$ cat src/rtl/svreal_sched_pkg.sv
// Shared helpers for the time-multiplexed svreal multiplier scheduler:
// ID sizing, exponent alignment and signed saturation of wide products.
package svreal_sched_pkg;

    // Working width for the aligned product before clamping; must hold
    // A_W+B_W bits plus any left shift required by the exponents.
    localparam int WIDE_W = 64;

    function automatic int id_width(input int n);
        return (n < 2) ? 1 : $clog2(n);
    endfunction

    function automatic int prod_width(input int a_w, input int b_w);
        return a_w + b_w;
    endfunction

    // Positive result means the product must be shifted left into C format.
    function automatic int align_shift(input int a_exp, input int b_exp, input int c_exp);
        return (a_exp + b_exp) - c_exp;
    endfunction

    // Clamp v into the signed range of a c_w-bit value and flag clipping.
    function automatic logic signed [WIDE_W-1:0] sat_clamp(
        input  logic signed [WIDE_W-1:0] v,
        input  int                       c_w,
        output logic                     sat
    );
        logic signed [WIDE_W-1:0] hi;
        logic signed [WIDE_W-1:0] lo;
        hi = (64'sd1 <<< (c_w - 1)) - 64'sd1;
        lo = -(64'sd1 <<< (c_w - 1));
        sat = 1'b0;
        if (v > hi) begin
            sat = 1'b1;
            return hi;
        end
        if (v < lo) begin
            sat = 1'b1;
            return lo;
        end
        return v;
    endfunction

endpackage

$ cat src/rtl/svreal_rr_arbiter.sv
// Round-robin arbiter: grants the first active request at or above the
// pointer (with wrap) and moves the pointer just past each winner.
module svreal_rr_arbiter
    import svreal_sched_pkg::*;
#(
    parameter  int NREQ = 4,
    localparam int ID_W = id_width(NREQ)
) (
    input  logic            clk,
    input  logic            rst_n,
    input  logic [NREQ-1:0] req,
    input  logic            en,
    output logic [NREQ-1:0] grant,
    output logic [ID_W-1:0] gnt_id
);

    logic [ID_W-1:0] ptr;
    logic [ID_W-1:0] idx;
    logic            found;

    // Search upward from ptr with wrap-around; first active request wins.
    always_comb begin
        grant  = '0;
        gnt_id = '0;
        found  = 1'b0;
        idx    = ptr;
        for (int i = 0; i < NREQ; i++) begin
            idx = ID_W'((int'(ptr) + i) % NREQ);
            if (en && !found && req[idx]) begin
                grant[idx] = 1'b1;
                gnt_id     = idx;
                found      = 1'b1;
            end
        end
    end

    // Pointer moves past the winner only when a grant is actually taken.
    always_ff @(posedge clk or negedge rst_n) begin
        if (!rst_n)
            ptr <= '0;
        else if (found)
            ptr <= (int'(gnt_id) == NREQ - 1) ? '0 : gnt_id + 1'b1;
    end

endmodule

$ cat src/rtl/svreal_mul_sched.sv
// Shares one pipelined signed multiplier between NREQ requesters. Products
// are realigned from the A*B exponent to the C format, saturated, and
// returned tagged with the requester index. The whole pipe stalls together
// when the result register is full and the consumer is not ready.
module svreal_mul_sched
    import svreal_sched_pkg::*;
#(
    parameter  int NREQ  = 4,
    parameter  int A_W   = 16,
    parameter  int A_EXP = -8,
    parameter  int B_W   = 17,
    parameter  int B_EXP = -9,
    parameter  int C_W   = 18,
    parameter  int C_EXP = -10,
    parameter  int PIPE  = 2,
    localparam int ID_W  = id_width(NREQ)
) (
    input  logic                       clk,
    input  logic                       rst_n,
    input  logic [NREQ-1:0]            req_valid,
    output logic [NREQ-1:0]            req_ready,
    input  logic [NREQ-1:0][A_W-1:0]   req_a,
    input  logic [NREQ-1:0][B_W-1:0]   req_b,
    output logic                       res_valid,
    input  logic                       res_ready,
    output logic [ID_W-1:0]            res_id,
    output logic signed [C_W-1:0]      res_value,
    output logic                       res_sat,
    output logic [15:0]                sat_count
);

    localparam int PROD_W = prod_width(A_W, B_W);
    localparam int SH     = align_shift(A_EXP, B_EXP, C_EXP);

    logic            adv;
    logic            accept;
    logic [ID_W-1:0] gnt_id;

    assign adv = !res_valid || res_ready;

    // Grants are suppressed during reset so nothing appears accepted.
    svreal_rr_arbiter #(.NREQ(NREQ)) u_arb (
        .clk    (clk),
        .rst_n  (rst_n),
        .req    (req_valid),
        .en     (adv && rst_n),
        .grant  (req_ready),
        .gnt_id (gnt_id)
    );

    assign accept = |(req_valid & req_ready);

    logic                    vld_p0;
    logic [ID_W-1:0]         id_p0;
    logic signed [A_W-1:0]   a_p0;
    logic signed [B_W-1:0]   b_p0;

    logic [PIPE:1]           vld_pk;
    logic [ID_W-1:0]         id_pk   [1:PIPE];
    logic signed [PROD_W-1:0] prod_pk [1:PIPE];

    // Operand stage valid: a bubble enters whenever nothing is granted.
    always_ff @(posedge clk or negedge rst_n) begin
        if (!rst_n)
            vld_p0 <= 1'b0;
        else if (adv)
            vld_p0 <= accept;
    end

    // Operand stage data: capture the winner's operands and index.
    always_ff @(posedge clk) begin
        if (adv && accept) begin
            id_p0 <= gnt_id;
            a_p0  <= $signed(req_a[gnt_id]);
            b_p0  <= $signed(req_b[gnt_id]);
        end
    end

    // Multiplier stage valids shift in lockstep with the data.
    always_ff @(posedge clk or negedge rst_n) begin
        if (!rst_n) begin
            vld_pk <= '0;
        end else if (adv) begin
            vld_pk[1] <= vld_p0;
            for (int k = 2; k <= PIPE; k++)
                vld_pk[k] <= vld_pk[k-1];
        end
    end

    // Multiply on entry, then carry the full-precision product down the pipe.
    always_ff @(posedge clk) begin
        if (adv) begin
            prod_pk[1] <= a_p0 * b_p0;
            id_pk[1]   <= id_p0;
            for (int k = 2; k <= PIPE; k++) begin
                prod_pk[k] <= prod_pk[k-1];
                id_pk[k]   <= id_pk[k-1];
            end
        end
    end

    logic signed [WIDE_W-1:0] ext_w;
    logic signed [WIDE_W-1:0] aligned_w;
    logic signed [WIDE_W-1:0] clamped_w;
    logic                     sat_w;

    // Realign to the C exponent (right shift floors) and clamp to C_W bits.
    always_comb begin
        ext_w = WIDE_W'(prod_pk[PIPE]);
        if (SH < 0)
            aligned_w = ext_w >>> (-SH);
        else if (SH > 0)
            aligned_w = ext_w <<< SH;
        else
            aligned_w = ext_w;
        clamped_w = sat_clamp(aligned_w, C_W, sat_w);
    end

    // Result register: loads only when the pipe advances, else holds.
    always_ff @(posedge clk or negedge rst_n) begin
        if (!rst_n) begin
            res_valid <= 1'b0;
            res_id    <= '0;
            res_value <= '0;
            res_sat   <= 1'b0;
        end else if (adv) begin
            res_valid <= vld_pk[PIPE];
            if (vld_pk[PIPE]) begin
                res_id    <= id_pk[PIPE];
                res_value <= C_W'(clamped_w);
                res_sat   <= sat_w;
            end
        end
    end

    // Count delivered saturated results, sticking at all-ones.
    always_ff @(posedge clk or negedge rst_n) begin
        if (!rst_n)
            sat_count <= '0;
        else if (res_valid && res_ready && res_sat && (sat_count != 16'hFFFF))
            sat_count <= sat_count + 16'd1;
    end

endmodule

$ cat config.mk
export PLATFORM = sky130hd
export DESIGN_NAME = svreal_mul_sched
export DESIGN_NICKNAME = d
export VERILOG_FILES = /design/src/rtl/svreal_sched_pkg.sv /design/src/rtl/svreal_rr_arbiter.sv /design/src/rtl/svreal_mul_sched.sv
export SDC_FILE = /design/constraint.sdc
export NUM_CORES = 1
export LEC_CHECK = 0
export CORE_MARGIN = 2
export CORE_UTILIZATION = 55
export CTS_CLUSTER_SIZE = 20
export DETAILED_ROUTE_END_ITERATION = 8
export PLACE_DENSITY_LB_ADDON = 0.1
export SLEW_MARGIN = 20
export SYNTH_ARGS = -nofsm -noshare
export SYNTH_HDL_FRONTEND = slang
export SYNTH_SLANG_ARGS = --single-unit
export TNS_END_PERCENT = 50
$ cat constraint.sdc
create_clock -name clk -period 9.9 [get_ports clk]
set_input_delay 1.485 -clock clk [delete_from_list [all_inputs] [get_ports clk]]
set_output_delay 1.485 -clock clk [all_outputs]
set_load 0.005 [all_outputs]
# Word level (Yosys, flattened, before mapping)
# Memories as Yosys holds them, arrays and structs flattened. A register that Yosys moved wholly into a read port is not among the register bits.
# Index checks and enable logic that the tools add are counted.
[totals]
ff_bits = 76
ramBits = 70
inputBits = 139
out_inout_bits = 42
word_cells = 102
mem_count = 2
[mem_list]
columns = ["name", "depth", "width", "rd", "rd_ports_with_merged_regs", "wr", "line_no", "source"]
rows = [
  ["prod_pk", 2, 33, 2, 0, 2, "svreal_mul_sched.sv:60", "logic signed [PROD_W-1:0] prod_pk [1:PIPE];"],
  ["id_pk", 2, 2, 2, 1, 2, "svreal_mul_sched.sv:59", "logic [ID_W-1:0] id_pk [1:PIPE];"],
]
[classes]
add_sub_neg = 5
mul = 1
magnitude_cmp = 11
n_eq_ne = 2
mux = 43
n_bitwise = 4
reduce_logical = 24
[ops]
columns = ["cell", "n"]
rows = [
  ["two-way mux 18 bit", 4],
  ["binary-select mux 17 bit (select 2 bit)", 1],
  ["multiplier 16 x 17 -> 33 bit", 1],
  ["binary-select mux 16 bit (select 2 bit)", 1],
  ["greater-than comparator 26 x 18 -> 1 bit, second input constant", 1],
  ["less-than comparator 26 x 18 -> 1 bit, second input constant", 1],
  ["two-way mux 1 bit", 18],
  ["two-way mux 17 bit", 1],
  ["adder 16 x 1 -> 16 bit, second input constant", 1],
  ["logical AND 1 bit", 16],
  ["two-way mux 16 bit", 1],
  ["two-way mux 4 bit", 4],
  ["!= test 16 bit, second input constant", 1],
  ["less-than comparator 2 x 3 -> 1 bit, second input constant", 5],
  ["OR 4 bit", 3],
  ["two-way mux 2 bit", 5],
  ["binary-select mux 1 bit (select 2 bit)", 4],
  ["demux 1 bit (select 2 bit)", 4],
  ["greater-or-equal comparator 2 x 1 -> 1 bit, second input constant", 4],
  ["logical NOT 1 bit", 5],
  ["adder 2 x 1 -> 2 bit, second input constant", 2],
  ["adder 2 bit, second input constant", 2],
  ["bitwise AND 4 bit", 1],
  ["OR reduction 4 bit", 1],
  ["other kinds (3)", 3],
]

# Logic depth before layout (Yosys ltp)
[logic_depth]
word_depth = 20
ltp_mapped = 23
ltp_nobuf = 22

# Cells and area by module
# Synthesis repeated with hierarchy kept, for this count alone.
[unflattened]
hier_cells = 1493
area_unflattened_um2 = 15950.3
[modules_own_cells]
columns = ["module", "n_inst", "cells_per_inst", "area_per_inst_um2", "seq_area_each_um2"]
rows = [
  ["svreal_mul_sched", 1, 1419, 15342.2, 3758.6],
  ["svreal_rr_arbiter", 1, 74, 608.1, 50.0],
]

# Worst setup path before layout
# Ideal clock, no wire load.
[synth_timing]
path_kind = "register to register"
startpoint = "register a_p0[7]"
endpoint = "memory prod_pk[1][30] (netlist name) (data pin)"
setup_ns = 0.257
arrival_ns = 6.052
required_ns = 9.643
path_slack_ns = 3.591
path_stages_with_launch = 22
path_buffers = 2
synth_period_minus_slack_ns = 6.309
path_cell_list = "edfxtp_1 -> clkbuf_1 -> clkbuf_1 -> nand2_1 -> fa_1 -> inv_1 -> fa_1 -> fa_1 -> fa_1 -> fa_1 -> inv_1 -> fa_1 -> inv_1 -> ha_1 -> a21oi_1 -> a21boi_1 -> a311o_1 -> a311o_1 -> nor2_1 -> o21ai_1 -> a31o_2 -> xor2_1"
[synth_lines]
columns = ["element", "line_no", "source"]
rows = [
  ["from (decl)", "svreal_mul_sched.sv:55", "logic signed [A_W-1:0] a_p0;"],
  ["from (signal assigned)", "svreal_mul_sched.sv:74", "a_p0 <= $signed(req_a[gnt_id]);"],
  ["to (decl)", "svreal_mul_sched.sv:60", ""],
]

==> impl_metrics.toml <==
[critical_path]
worst-setup-path-type = "flip-flop to flip-flop"
required_ps = 10090
critPathMaxStageDelay_ps = 760
cp_slowest_cell = "fa_1"
crit_fanout = 16
regToRegSetupSlack_ps = 3030
startpoint_type = "flip-flop"
cp_top_family = "adder cells"
arrival_ps = 7060
worstSetupPathDepth = 19
ff2ff_path_depth = 19
crit_chain = "nand2_1, inv_1, fa_1, fa_1, fa_1, fa_1, fa_1, inv_1, fa_1, inv_1, ha_1, a21oi_1, a21boi_1, a311o_1, a311o_1, nor2_1, o21ai_1, a31o_2, xor2_1"
crit_path_end_kind = "flip-flop"
crit_buf_inv = 3
cp_common_cell = "fa_1"

[die]
io_pins = 181
design.core.area_mm2 = 0.0289
die_w_um = 176
die_h_um = 176
initial_utilization = 0.562
dieArea_mm2 = 0.0309
rows = 62

[min_path]
hp-class = "flip-flop to flip-flop"
hold_depth = 0

[synth]
yosys_register_bits = 134
avgSynthCellArea_um2 = 10.5
synth.area.top_cells = "fa_1 (34%), edfxtp_1 (17%), inv_1 (7.4%)"
yosysSeqAreaShare = 0.235
synth_area_mm2 = 0.0162
yosys.area.top_type = "fa_1"
ys_async_sr_fraction = 0.321
yosysWarnings = 0
synth_edf_count = 91
synth.top_cell.area_share = 0.339
ys_types = 57
synth_ff_type = "edfxtp_1"
synth_cells = 1542
synthesis.nets = 2046

[final_layout]
final_common_cell = "inv_1"
nets = 2193
n_fill_cell = 2356
syn_to_final_growth_pct = 16.1
layout-drive-gt1-share = 0.0358
final_cell_mix = "inv_1 (319), fa_1 (275), clkdlybuf4s50_1 (179)"
stdcell_count = 2087

[clocking]
cts.sinks = 134
cts_hold_buf = 0
cts_tree = "yes"
cts_root_buffer = "clkbuf_16"
clk_latency_ps = 450
cts_buffers = 17
post_cts_buffers = 0
clk_pin_slew_worst_paths_ps = 60
htree_levels = 4
cts-resized-gates = 0
clockBufferDepth = 2

[timing]
max_freq_mhz = 146
worstMarginPinSlew_ps = 1080
layout_setup_ws_ps = 3030
finalHoldViolCount = 0
finClkSkew_ps = 17.7
fin_worst_hold_slack_ps = 418
fin_setup_tns_ps = 0
period_minus_slack_ps = 6870
min_period_over_period = 0.694
rsz0062_at_grt = "false"
setup_viol = 0
slew-limit-headroom = 0.277
finalMaxSlewViolations = 0

[route]
via_per_inst = 5.28
ant_nets = 0
met3_length_mm = 2.44
met2WireLength_mm = 16.8
met1_length_mm = 15.3
vias = 11000
drc = 0
dr.pass1.iters = 5
wire_per_inst_um = 16.9
wirelength_mm = 35.3
drtIter0Drc = 644
maxUsedRoutingLayer = "met4"

[global_routing]
antenna_found_initial = 1
grt_max_degree = 58
first_global_vias = 11800
overflow = 0
grt_first_pass_wirelength_mm = 60.3
track_usage = 0.251

[placement]
place_congestion = 0.866
port_buffers = 180
place_ws_ps = 3110
dp_cells = 2054
dp_hpwl_mm = 28.6

[run_status]
outcome = "complete, no violations"

[flow_run]
cap_violations = 0
layout make-up:
cell class                 instances  area, um^2  share of cell area
multi-input combinational       1031       10900               0.580
sequential                       134        3810               0.202
timing repair buffer             186        1840              0.0978
inverter                         319        1200              0.0636
tap                              384         480              0.0255
clock buffer                      19         464              0.0247
clock inverter                    13         104             0.00552
antenna                            1        2.50            0.000133
path summary, 6_finish.rpt:
kind / start / to
max: a_p0[1] / prod_pk[1][30]
min: id_pk[1][1] / id_pk[2][1]
max reg2reg: a_p0[1] / prod_pk[1][30]
min reg2reg: id_pk[1][1] / id_pk[2][1]
max in group asynchronous: rst_n / res_value[13]
min in group asynchronous: rst_n / sat_count[13]
layer usage:
layer | track usage | up-vias
li1 | - | 5102
met2 | 0.411 | 389
met1 | 0.343 | 5479
met5 | 0 | -
met3 | 0.0515 | 52
met4 | 0.0682 | 0
synth_stat cells (6+ instances only):
cell type,count
a211oi_1,6
a21o_1,13
a21oi_1,23
a221o_1,6
a22oi_1,6
and2_1,131
buf_4,8
clkbuf_1,43
dfrtp_1,43
edfxtp_1,91
fa_1,275
ha_1,90
inv_1,319
mux2_2,6
mux2i_1,101
nand2_1,167
nand2b_1,7
nand3_1,10
nand4_1,12
nor2_1,32
o21ai_0,41
xnor2_1,38
xor2_1,12
registers in the layout, summed over array words and instances (netlist names), named ones only:
register	flops
prod_pk	52
res_value	18
b_p0	17
a_p0	16
sat_count	16
id_pk	4
id_p0	2
res_id	2
vld_pk	2
res_sat	1
res_valid	1
u_arb.ptr	1
vld_p0	1
cells by family after synthesis:
kind of cell / Yosys count / synth area share
DFF: 134 / 0.235
AOI/OAI and AO/OA: 128 / 0.0516
buffers and inverters: 377 / 0.0924
xor gates and xnor gates: 50 / 0.0270
and+or+nand+nor: 379 / 0.116
muxes: 109 / 0.0693
adders and majority gates: 365 / 0.409
metrics by stage:
| stage | utilization | instance area (um^2) |
|---|---|---|
| after floorplan | - | 16200 |
| after global placement | 0.632 | 18300 |
| after detailed placement | 0.633 | 18300 |
| after CTS | 0.652 | 18800 |
| after global routing | 0.652 | 18800 |
| final | 0.652 | 18800 |
Power is left out: the tool's default activity adds up to more than one toggle a clock period on the data nets, which glitch-free logic cannot reach.
